## config.mk

```make
export PLATFORM = sky130hd
export DESIGN_NAME = megaram_mem_arbiter_flat
export DESIGN_NICKNAME = d
export VERILOG_FILES = /design/src/rtl/megaram_mem_arbiter_pkg.sv /design/src/rtl/megaram_mem_arbiter_if.sv /design/src/rtl/megaram_mem_arbiter_pick.sv /design/src/rtl/megaram_mem_arbiter.sv /design/src/flat_wrapper.sv
export SDC_FILE = /design/constraint.sdc
export NUM_CORES = 1
export LEC_CHECK = 0
export CAP_MARGIN = 20
export CORE_AREA = 2 2 84 86
export CTS_CLUSTER_SIZE = 12
export DETAILED_ROUTE_END_ITERATION = 8
export DIE_AREA = 0 0 86 88
export PLACE_DENSITY_LB_ADDON = 0.05
export SYNTH_ARGS = -nofsm -noshare
export SYNTH_HDL_FRONTEND = slang
export SYNTH_SLANG_ARGS = --single-unit
export TNS_END_PERCENT = 5
```

## constraint.sdc

```tcl
create_clock -name clk -period 2.29 [get_ports clk]
set_input_delay 0.687 -clock clk [delete_from_list [all_inputs] [get_ports clk]]
set_output_delay 0.687 -clock clk [all_outputs]
set_load 0.005 [all_outputs]
```

## src/rtl/megaram_mem_arbiter_pkg.sv

```systemverilog
// Shared types and constants for the MegaRAM two-port RAM arbiter.
package megaram_arb_pkg;

    localparam int         ARB_ADDR_W = 27;
    localparam logic [7:0] IDLE_DATA  = 8'hFF;

    typedef enum logic [1:0] {
        IDLE = 2'd0,
        WAIT = 2'd1,
        RESP = 2'd2
    } arb_state_t;

    typedef enum logic {
        OWN_A = 1'b0,
        OWN_B = 1'b1
    } arb_owner_t;

    typedef struct packed {
        logic                  rnw;
        logic [ARB_ADDR_W-1:0] addr;
        logic [7:0]            wdata;
    } mem_txn_t;

    function automatic mem_txn_t make_txn(input logic                  rnw,
                                          input logic [ARB_ADDR_W-1:0] addr,
                                          input logic [7:0]            wdata);
        mem_txn_t t;
        t.rnw   = rnw;
        t.addr  = addr;
        t.wdata = wdata;
        return t;
    endfunction

endpackage

```

## src/rtl/megaram_mem_arbiter_if.sv

```systemverilog
// Requester ports A/B plus the external RAM port of the MegaRAM arbiter; the arbiter uses the slave side.
interface megaram_mem_arbiter_if
    import megaram_arb_pkg::*;
#(
    parameter int ADDR_W = ARB_ADDR_W
);
    logic              a_req;
    logic              a_rnw;
    logic [ADDR_W-1:0] a_addr;
    logic [7:0]        a_wdata;
    logic              a_ack;
    logic [7:0]        a_rdata;

    logic              b_req;
    logic              b_rnw;
    logic [ADDR_W-1:0] b_addr;
    logic [7:0]        b_wdata;
    logic              b_ack;
    logic [7:0]        b_rdata;

    logic              mem_req;
    logic              mem_rnw;
    logic [ADDR_W-1:0] mem_addr;
    logic [7:0]        mem_wdata;
    logic              mem_ack;
    logic [7:0]        mem_rdata;

    logic              busy;
    logic              timeout_err;

    modport slave (
        input  a_req, a_rnw, a_addr, a_wdata,
        output a_ack, a_rdata,
        input  b_req, b_rnw, b_addr, b_wdata,
        output b_ack, b_rdata,
        output mem_req, mem_rnw, mem_addr, mem_wdata,
        input  mem_ack, mem_rdata,
        output busy, timeout_err
    );

    modport master (
        output a_req, a_rnw, a_addr, a_wdata,
        input  a_ack, a_rdata,
        output b_req, b_rnw, b_addr, b_wdata,
        input  b_ack, b_rdata,
        input  mem_req, mem_rnw, mem_addr, mem_wdata,
        output mem_ack, mem_rdata,
        input  busy, timeout_err
    );

endinterface

```

## src/rtl/megaram_mem_arbiter_pick.sv

```systemverilog
// Winner selection for the arbiter: A by default, B forced after STARVE_LIMIT consecutive A wins.
module megaram_arb_pick
    import megaram_arb_pkg::*;
#(
    parameter int STARVE_LIMIT = 4
) (
    input  logic clk,
    input  logic reset,
    input  logic sample_i,
    input  logic a_req_i,
    input  logic b_req_i,
    output logic grant_a_o,
    output logic grant_b_o,
    output logic grant_o
);

    localparam int               CNT_W = (STARVE_LIMIT > 0) ? $clog2(STARVE_LIMIT + 1) : 1;
    localparam logic [CNT_W-1:0] LIMIT = CNT_W'(STARVE_LIMIT);

    logic [CNT_W-1:0] starve_q, starve_d;
    logic             b_forced;

    assign b_forced  = (starve_q == LIMIT);
    assign grant_b_o = sample_i && b_req_i && (!a_req_i || b_forced);
    assign grant_a_o = sample_i && a_req_i && !grant_b_o;
    assign grant_o   = grant_a_o || grant_b_o;

    // Counts A wins taken while B waited; any idle cycle with B quiet forgives the debt.
    always_comb begin
        starve_d = starve_q;
        if (sample_i) begin
            if (grant_b_o || !b_req_i) begin
                starve_d = '0;
            end else if (grant_a_o && !b_forced) begin
                starve_d = starve_q + 1'b1;
            end
        end
    end

    always_ff @(posedge clk) begin
        if (reset) begin
            starve_q <= '0;
        end else begin
            starve_q <= starve_d;
        end
    end

endmodule

```

## src/rtl/megaram_mem_arbiter.sv

```systemverilog
// Two-requester arbiter/sequencer in front of the cartridge RAM port (IDLE -> WAIT -> RESP).
// Optional WAIT watchdog enabled by defining MEGARAM_ARB_TIMEOUT_EN.
module megaram_mem_arbiter
    import megaram_arb_pkg::*;
#(
    parameter int ADDR_W       = ARB_ADDR_W,
    parameter int STARVE_LIMIT = 4
`ifdef MEGARAM_ARB_TIMEOUT_EN
    ,
    parameter int TIMEOUT_CYCLES = 64
`endif
) (
    input logic                  clk,
    input logic                  reset,
    megaram_mem_arbiter_if.slave bus
);

    localparam logic [1:0]        ST_IDLE   = IDLE;
    localparam logic [1:0]        ST_WAIT   = WAIT;
    localparam logic [1:0]        ST_RESP   = RESP;
    localparam logic [ADDR_W-1:0] ADDR_IDLE = '1;

    logic [1:0] state_q, state_d;
    arb_owner_t owner_q, owner_d;
    mem_txn_t   txn_q, txn_d;
    mem_txn_t   txn_a, txn_b;
    logic       mem_req_q, mem_req_d;
    logic [7:0] a_rdata_q, a_rdata_d;
    logic [7:0] b_rdata_q, b_rdata_d;
    logic [7:0] cap_data;
    logic       grant_a, grant_b, grant;
    logic       expired;

    assign txn_a = make_txn(bus.a_rnw, bus.a_addr, bus.a_wdata);
    assign txn_b = make_txn(bus.b_rnw, bus.b_addr, bus.b_wdata);

    megaram_arb_pick #(
        .STARVE_LIMIT(STARVE_LIMIT)
    ) u_pick (
        .clk       (clk),
        .reset     (reset),
        .sample_i  (state_q == ST_IDLE),
        .a_req_i   (bus.a_req),
        .b_req_i   (bus.b_req),
        .grant_a_o (grant_a),
        .grant_b_o (grant_b),
        .grant_o   (grant)
    );

    always_comb begin
        state_d   = state_q;
        owner_d   = owner_q;
        txn_d     = txn_q;
        mem_req_d = mem_req_q;
        a_rdata_d = a_rdata_q;
        b_rdata_d = b_rdata_q;
        cap_data  = IDLE_DATA;
        case (state_q)
            ST_IDLE: begin
                if (grant) begin
                    owner_d   = grant_a ? OWN_A : OWN_B;
                    txn_d     = grant_b ? txn_b : txn_a;
                    mem_req_d = 1'b1;
                    state_d   = ST_WAIT;
                end
            end
            ST_WAIT: begin
                // Only a completed read returns RAM data; writes and watchdog expiry report IDLE_DATA.
                if (bus.mem_ack || expired) begin
                    if (bus.mem_ack && txn_q.rnw) begin
                        cap_data = bus.mem_rdata;
                    end
                    if (owner_q == OWN_A) begin
                        a_rdata_d = cap_data;
                    end else begin
                        b_rdata_d = cap_data;
                    end
                    mem_req_d = 1'b0;
                    state_d   = ST_RESP;
                end
            end
            ST_RESP: state_d = ST_IDLE;
            default: state_d = ST_IDLE;
        endcase
    end

    always_ff @(posedge clk) begin
        if (reset) begin
            state_q   <= ST_IDLE;
            owner_q   <= OWN_A;
            txn_q     <= make_txn(1'b1, ADDR_IDLE, IDLE_DATA);
            mem_req_q <= 1'b0;
            a_rdata_q <= IDLE_DATA;
            b_rdata_q <= IDLE_DATA;
        end else begin
            state_q   <= state_d;
            owner_q   <= owner_d;
            txn_q     <= txn_d;
            mem_req_q <= mem_req_d;
            a_rdata_q <= a_rdata_d;
            b_rdata_q <= b_rdata_d;
        end
    end

`ifdef MEGARAM_ARB_TIMEOUT_EN
    localparam int              TO_W    = $clog2(TIMEOUT_CYCLES + 1);
    localparam logic [TO_W-1:0] TO_LAST = TO_W'(TIMEOUT_CYCLES - 1);

    logic [TO_W-1:0] wait_cnt_q, wait_cnt_d;
    logic            timeout_err_q, timeout_err_d;

    assign expired = (wait_cnt_q == TO_LAST);

    // A coincident mem_ack beats expiry, so the error only latches on a genuinely silent RAM.
    always_comb begin
        wait_cnt_d    = (state_q == ST_WAIT) ? wait_cnt_q + 1'b1 : '0;
        timeout_err_d = timeout_err_q || ((state_q == ST_WAIT) && expired && !bus.mem_ack);
    end

    always_ff @(posedge clk) begin
        if (reset) begin
            wait_cnt_q    <= '0;
            timeout_err_q <= 1'b0;
        end else begin
            wait_cnt_q    <= wait_cnt_d;
            timeout_err_q <= timeout_err_d;
        end
    end

    assign bus.timeout_err = timeout_err_q;
`else
    assign expired         = 1'b0;
    assign bus.timeout_err = 1'b0;
`endif

    assign bus.mem_req   = mem_req_q;
    assign bus.mem_rnw   = txn_q.rnw;
    assign bus.mem_addr  = txn_q.addr;
    assign bus.mem_wdata = txn_q.wdata;
    assign bus.a_ack     = (state_q == ST_RESP) && (owner_q == OWN_A);
    assign bus.b_ack     = (state_q == ST_RESP) && (owner_q == OWN_B);
    assign bus.a_rdata   = a_rdata_q;
    assign bus.b_rdata   = b_rdata_q;
    assign bus.busy      = (state_q != ST_IDLE);

endmodule
```

## src/flat_wrapper.sv

```systemverilog
// flat-port wrapper written by rule: the top's interface ports become plain ports
module megaram_mem_arbiter_flat import megaram_arb_pkg::*;
#(
    parameter int ADDR_W       = ARB_ADDR_W,
    parameter int STARVE_LIMIT = 4

)
  (clk, reset, bus_a_req, bus_a_rnw, bus_a_addr, bus_a_wdata, bus_a_ack, bus_a_rdata, bus_b_req, bus_b_rnw, bus_b_addr, bus_b_wdata, bus_b_ack, bus_b_rdata, bus_mem_req, bus_mem_rnw, bus_mem_addr, bus_mem_wdata, bus_mem_ack, bus_mem_rdata, bus_busy, bus_timeout_err);
  megaram_mem_arbiter_if #(.ADDR_W(ADDR_W)) bus_i ();
  input logic clk;
  input logic reset;
  input wire logic [$bits(bus_i.a_req)-1:0] bus_a_req;
  input wire logic [$bits(bus_i.a_rnw)-1:0] bus_a_rnw;
  input wire logic [$bits(bus_i.a_addr)-1:0] bus_a_addr;
  input wire logic [$bits(bus_i.a_wdata)-1:0] bus_a_wdata;
  output wire logic [$bits(bus_i.a_ack)-1:0] bus_a_ack;
  output wire logic [$bits(bus_i.a_rdata)-1:0] bus_a_rdata;
  input wire logic [$bits(bus_i.b_req)-1:0] bus_b_req;
  input wire logic [$bits(bus_i.b_rnw)-1:0] bus_b_rnw;
  input wire logic [$bits(bus_i.b_addr)-1:0] bus_b_addr;
  input wire logic [$bits(bus_i.b_wdata)-1:0] bus_b_wdata;
  output wire logic [$bits(bus_i.b_ack)-1:0] bus_b_ack;
  output wire logic [$bits(bus_i.b_rdata)-1:0] bus_b_rdata;
  output wire logic [$bits(bus_i.mem_req)-1:0] bus_mem_req;
  output wire logic [$bits(bus_i.mem_rnw)-1:0] bus_mem_rnw;
  output wire logic [$bits(bus_i.mem_addr)-1:0] bus_mem_addr;
  output wire logic [$bits(bus_i.mem_wdata)-1:0] bus_mem_wdata;
  input wire logic [$bits(bus_i.mem_ack)-1:0] bus_mem_ack;
  input wire logic [$bits(bus_i.mem_rdata)-1:0] bus_mem_rdata;
  output wire logic [$bits(bus_i.busy)-1:0] bus_busy;
  output wire logic [$bits(bus_i.timeout_err)-1:0] bus_timeout_err;
  assign bus_i.a_req = bus_a_req;
  assign bus_i.a_rnw = bus_a_rnw;
  assign bus_i.a_addr = bus_a_addr;
  assign bus_i.a_wdata = bus_a_wdata;
  assign bus_a_ack = bus_i.a_ack;
  assign bus_a_rdata = bus_i.a_rdata;
  assign bus_i.b_req = bus_b_req;
  assign bus_i.b_rnw = bus_b_rnw;
  assign bus_i.b_addr = bus_b_addr;
  assign bus_i.b_wdata = bus_b_wdata;
  assign bus_b_ack = bus_i.b_ack;
  assign bus_b_rdata = bus_i.b_rdata;
  assign bus_mem_req = bus_i.mem_req;
  assign bus_mem_rnw = bus_i.mem_rnw;
  assign bus_mem_addr = bus_i.mem_addr;
  assign bus_mem_wdata = bus_i.mem_wdata;
  assign bus_i.mem_ack = bus_mem_ack;
  assign bus_i.mem_rdata = bus_mem_rdata;
  assign bus_busy = bus_i.busy;
  assign bus_timeout_err = bus_i.timeout_err;
  megaram_mem_arbiter #(.ADDR_W(ADDR_W), .STARVE_LIMIT(STARVE_LIMIT)) u_core (.clk(clk), .reset(reset), .bus(bus_i));
endmodule
```

==> impl_metrics.yaml <==
timing:
  finalCritPeriodShare_pct: 94.8
  slew_headroom_pct: 47.6
  tightest_slew_ns: 0.787
  finalWorstSetupSlack_ns: 0.119
  finalSetupViolCount: 0
  fin_crit_ns: 2.17
  final-hold-violation-count: 0
  fmax_mhz: 461
  rsz0062_at_grt: "false"
  finalMaxSlewViolations: 0
  clock_skew_ns: 0.00662
worst_setup_path:
  arrival_ns: 1.48
  crit_required_ns: 1.60
  rr_startpoint: "u_core.u_pick.starve_q[0]$_SDFFE_PP0P_"
  end_kind: "primary output"
  crit_path_start_kind: "flop"
  worstSetupPathType: "reg2out"
  startpoint: "u_core.state_q[0]$_SDFFE_PP0P_"
  worstPathMaxFanout: 10
synthesis:
  yosys_warnings: 0
  ys_types: 34
  synth_top_area_cell: "dfxtp_1"
  async_reset_ff_share_pct: 0
  synth.cell_area_sq_um: 2820
  synth-edff-count: 0
  synth_top_area_share_pct: 41.9
  synth.avg_cell_area_sq_um: 9.03
  synth_seq_cells: 59
  synth_area_leaders: "dfxtp_1, a32oi_1, o21ai_2"
  seq_area_frac_synth_pct: 41.9
  synthFlopType: "dfxtp_1"
  syn_nets: 399
  postSynthCellCount: 312
power_and_ir_drop:
  vdd_drop_max_mv: 0.663
  leakagePower_nw: 1.96
  power.density_nw_per_um2: 613
  p_total_mw: 2.81
layout:
  diodes: 0
  drive_gt1_share_pct: 15.7
  regArea_sq_um: 1190
  area_delta_synth_final_pct: 62.8
  final_common_cell: "clkdlybuf4s50_1"
  nets: 536
  fin_util_pct: 69.0
  multiInputGateArea_sq_um: 1350
  n_fill_cell: 522
  layout_common_cells: "clkdlybuf4s50_1, dfxtp_1, inv_1"
min_path:
  hold_path_startpoint: "u_core.bus.mem_wdata[4]$_SDFFE_PP1P_"
  hp-class: "reg2reg"
placed_design:
  port_buffers: 140
  dp_slack_ns: -0.0632
  dpl.hpwl_microns: 5840
  gp_congestion: 0.764
route:
  wl_microns: 8480
  drt_pass1_iterations: 4
  avgRoutedWirePerCell_microns: 15.9
  drt_iter0_markers: 71
  antenna_left: 0
  via_per_inst: 5.33
  vias: 2842
  drcViolationCount: 0
clock_tree:
  cts_sinks: 59
  clk_latency_ns: 0.34
  cts.clk_slew.worst_paths_ns: 0.06
  ctsRootBufferMaster: "clkbuf_8"
  cts_max_level: 3
  clk_path_buf_depth: 2
  cts_tree: "yes"
  cts_inserted_buffers: 9
global_route:
  grt_max_degree: 41
  track_usage_pct: 22.1
  gr-total-overflow: 0
  busiest_layer: "met2"
  gr-usage-met3_pct: 7.45
  grt_pass1_wl_microns: 13100
  grt_util_met1_pct: 28.3
  grt_pass1_vias: 2682
  antenna_found_initial: 0
  grtUsageMet2_pct: 35.1
floorplanning:
  fp-row-count: 30
  die_area_sq_um: 7570
  die_w_microns: 86
  top_level_ports: 142
  die_h_microns: 88
  start_util_pct: 42.4
  core_area_sq_um: 6640
run_status:
  status: "completed"
flow_run:
  drv_cap: 0
## synth_stat cells (3+ instances only)
master	number
a211o_1	16
a21oi_1	5
a32oi_1	37
and3b_1	8
buf_2	12
buf_4	6
buf_6	3
clkbuf_1	9
dfxtp_1	59
inv_1	39
nand3_1	37
nor2_1	19
o21ai_0	8
o21ai_2	29
## critical path, cell delays in order, from the launching register on
cell and delay [ns]:
dfxtp_4 0.42, nor2_4 0.07, inv_2 0.13, clkdlybuf4s50_1 0.52
## final timing paths
kind         depth (start not counted)                                    to  slack [ns]
max                                  3                              bus_busy        0.12
min                                  2  u_core.bus.mem_wdata[4]$_SDFFE_PP1P_        0.45
max reg2reg                          5  u_core.bus.mem_addr[20]$_SDFFE_PP1P_        0.44
min reg2reg                          2  u_core.bus.mem_wdata[4]$_SDFFE_PP1P_        0.45
## layer usage
| metal | routed length, microns | share of wire [%] |
|---|---|---|
| met1 | 3800 | 45 |
| met2 | 3920 | 46 |
| met3 | 663 | 7.8 |
| met4 | 93 | 1.1 |
| met5 | 0 | 0 |
## cell type report
cell class / count / area share (%)
well taps: 80 / 2.18
inverters: 40 / 3.27
repair buffers: 157 / 35.1
clock buffers: 13 / 3.46
multi-input cells: 182 / 29.3
flip-flops and latches: 59 / 25.9
clock inverters: 2 / 0.764
## cell families after synthesis
| logic type | count (synthesis) | share of synthesized area [%] |
|---|---|---|
| AND/OR/NAND/NOR | 79 | 16.3 |
| AO/OA/AOI/OAI | 100 | 29.2 |
| buffers and inverters | 71 | 11.6 |
| flip-flops | 59 | 41.9 |
| adder cells (fa/ha/maj) | 2 | 0.888 |
| other | 1 | 0.133 |
## timing repair
| item | 4_1_cts | 5_1_grt |
|---|---|---|
| hold buffers | 0 | 0 |
| cloned | 0 | 0 |
| setup buffers | 0 | 0 |
| endpoints found under the setup margin | 3 | 3 |
| gates resized for setup | 3 | 5 |
## state kept, by name (all words and copies together) (netlist names)
signal	flops
u_core.bus.mem_addr	27
u_core.u_pick.starve_q	3
u_core.bus.b_rdata	8
u_core.bus.mem_req	1
u_core.owner_q	1
u_core.bus.mem_rnw	1
u_core.bus.mem_wdata	8
u_core.bus.a_rdata	8
u_core.state_q	2
## per-stage QoR
stage | area [sq um] | hold WS (ns) | TNS, ns | cells
floorplan | 2820 | 0.440 | 0 | 312
global placement | 4370 | 0.432 | 0 | 518
detailed placement | 4370 | 0.433 | -0.274 | 518
CTS | 4570 | 0.447 | 0 | 533
global route | 4590 | 0.463 | 0 | 533
finish | 4590 | 0.446 | 0 | 533
## power breakdown
| group | total (mW) | internal [mW] | switching, mW |
|---|---|---|---|
| Clock | 0.946 | 0.555 | 0.391 |
| Sequential | 1.17 | 1.11 | 0.0526 |
| Combinational | 0.702 | 0.412 | 0.290 |
Note: power is estimated with default switching activity, not from simulation.
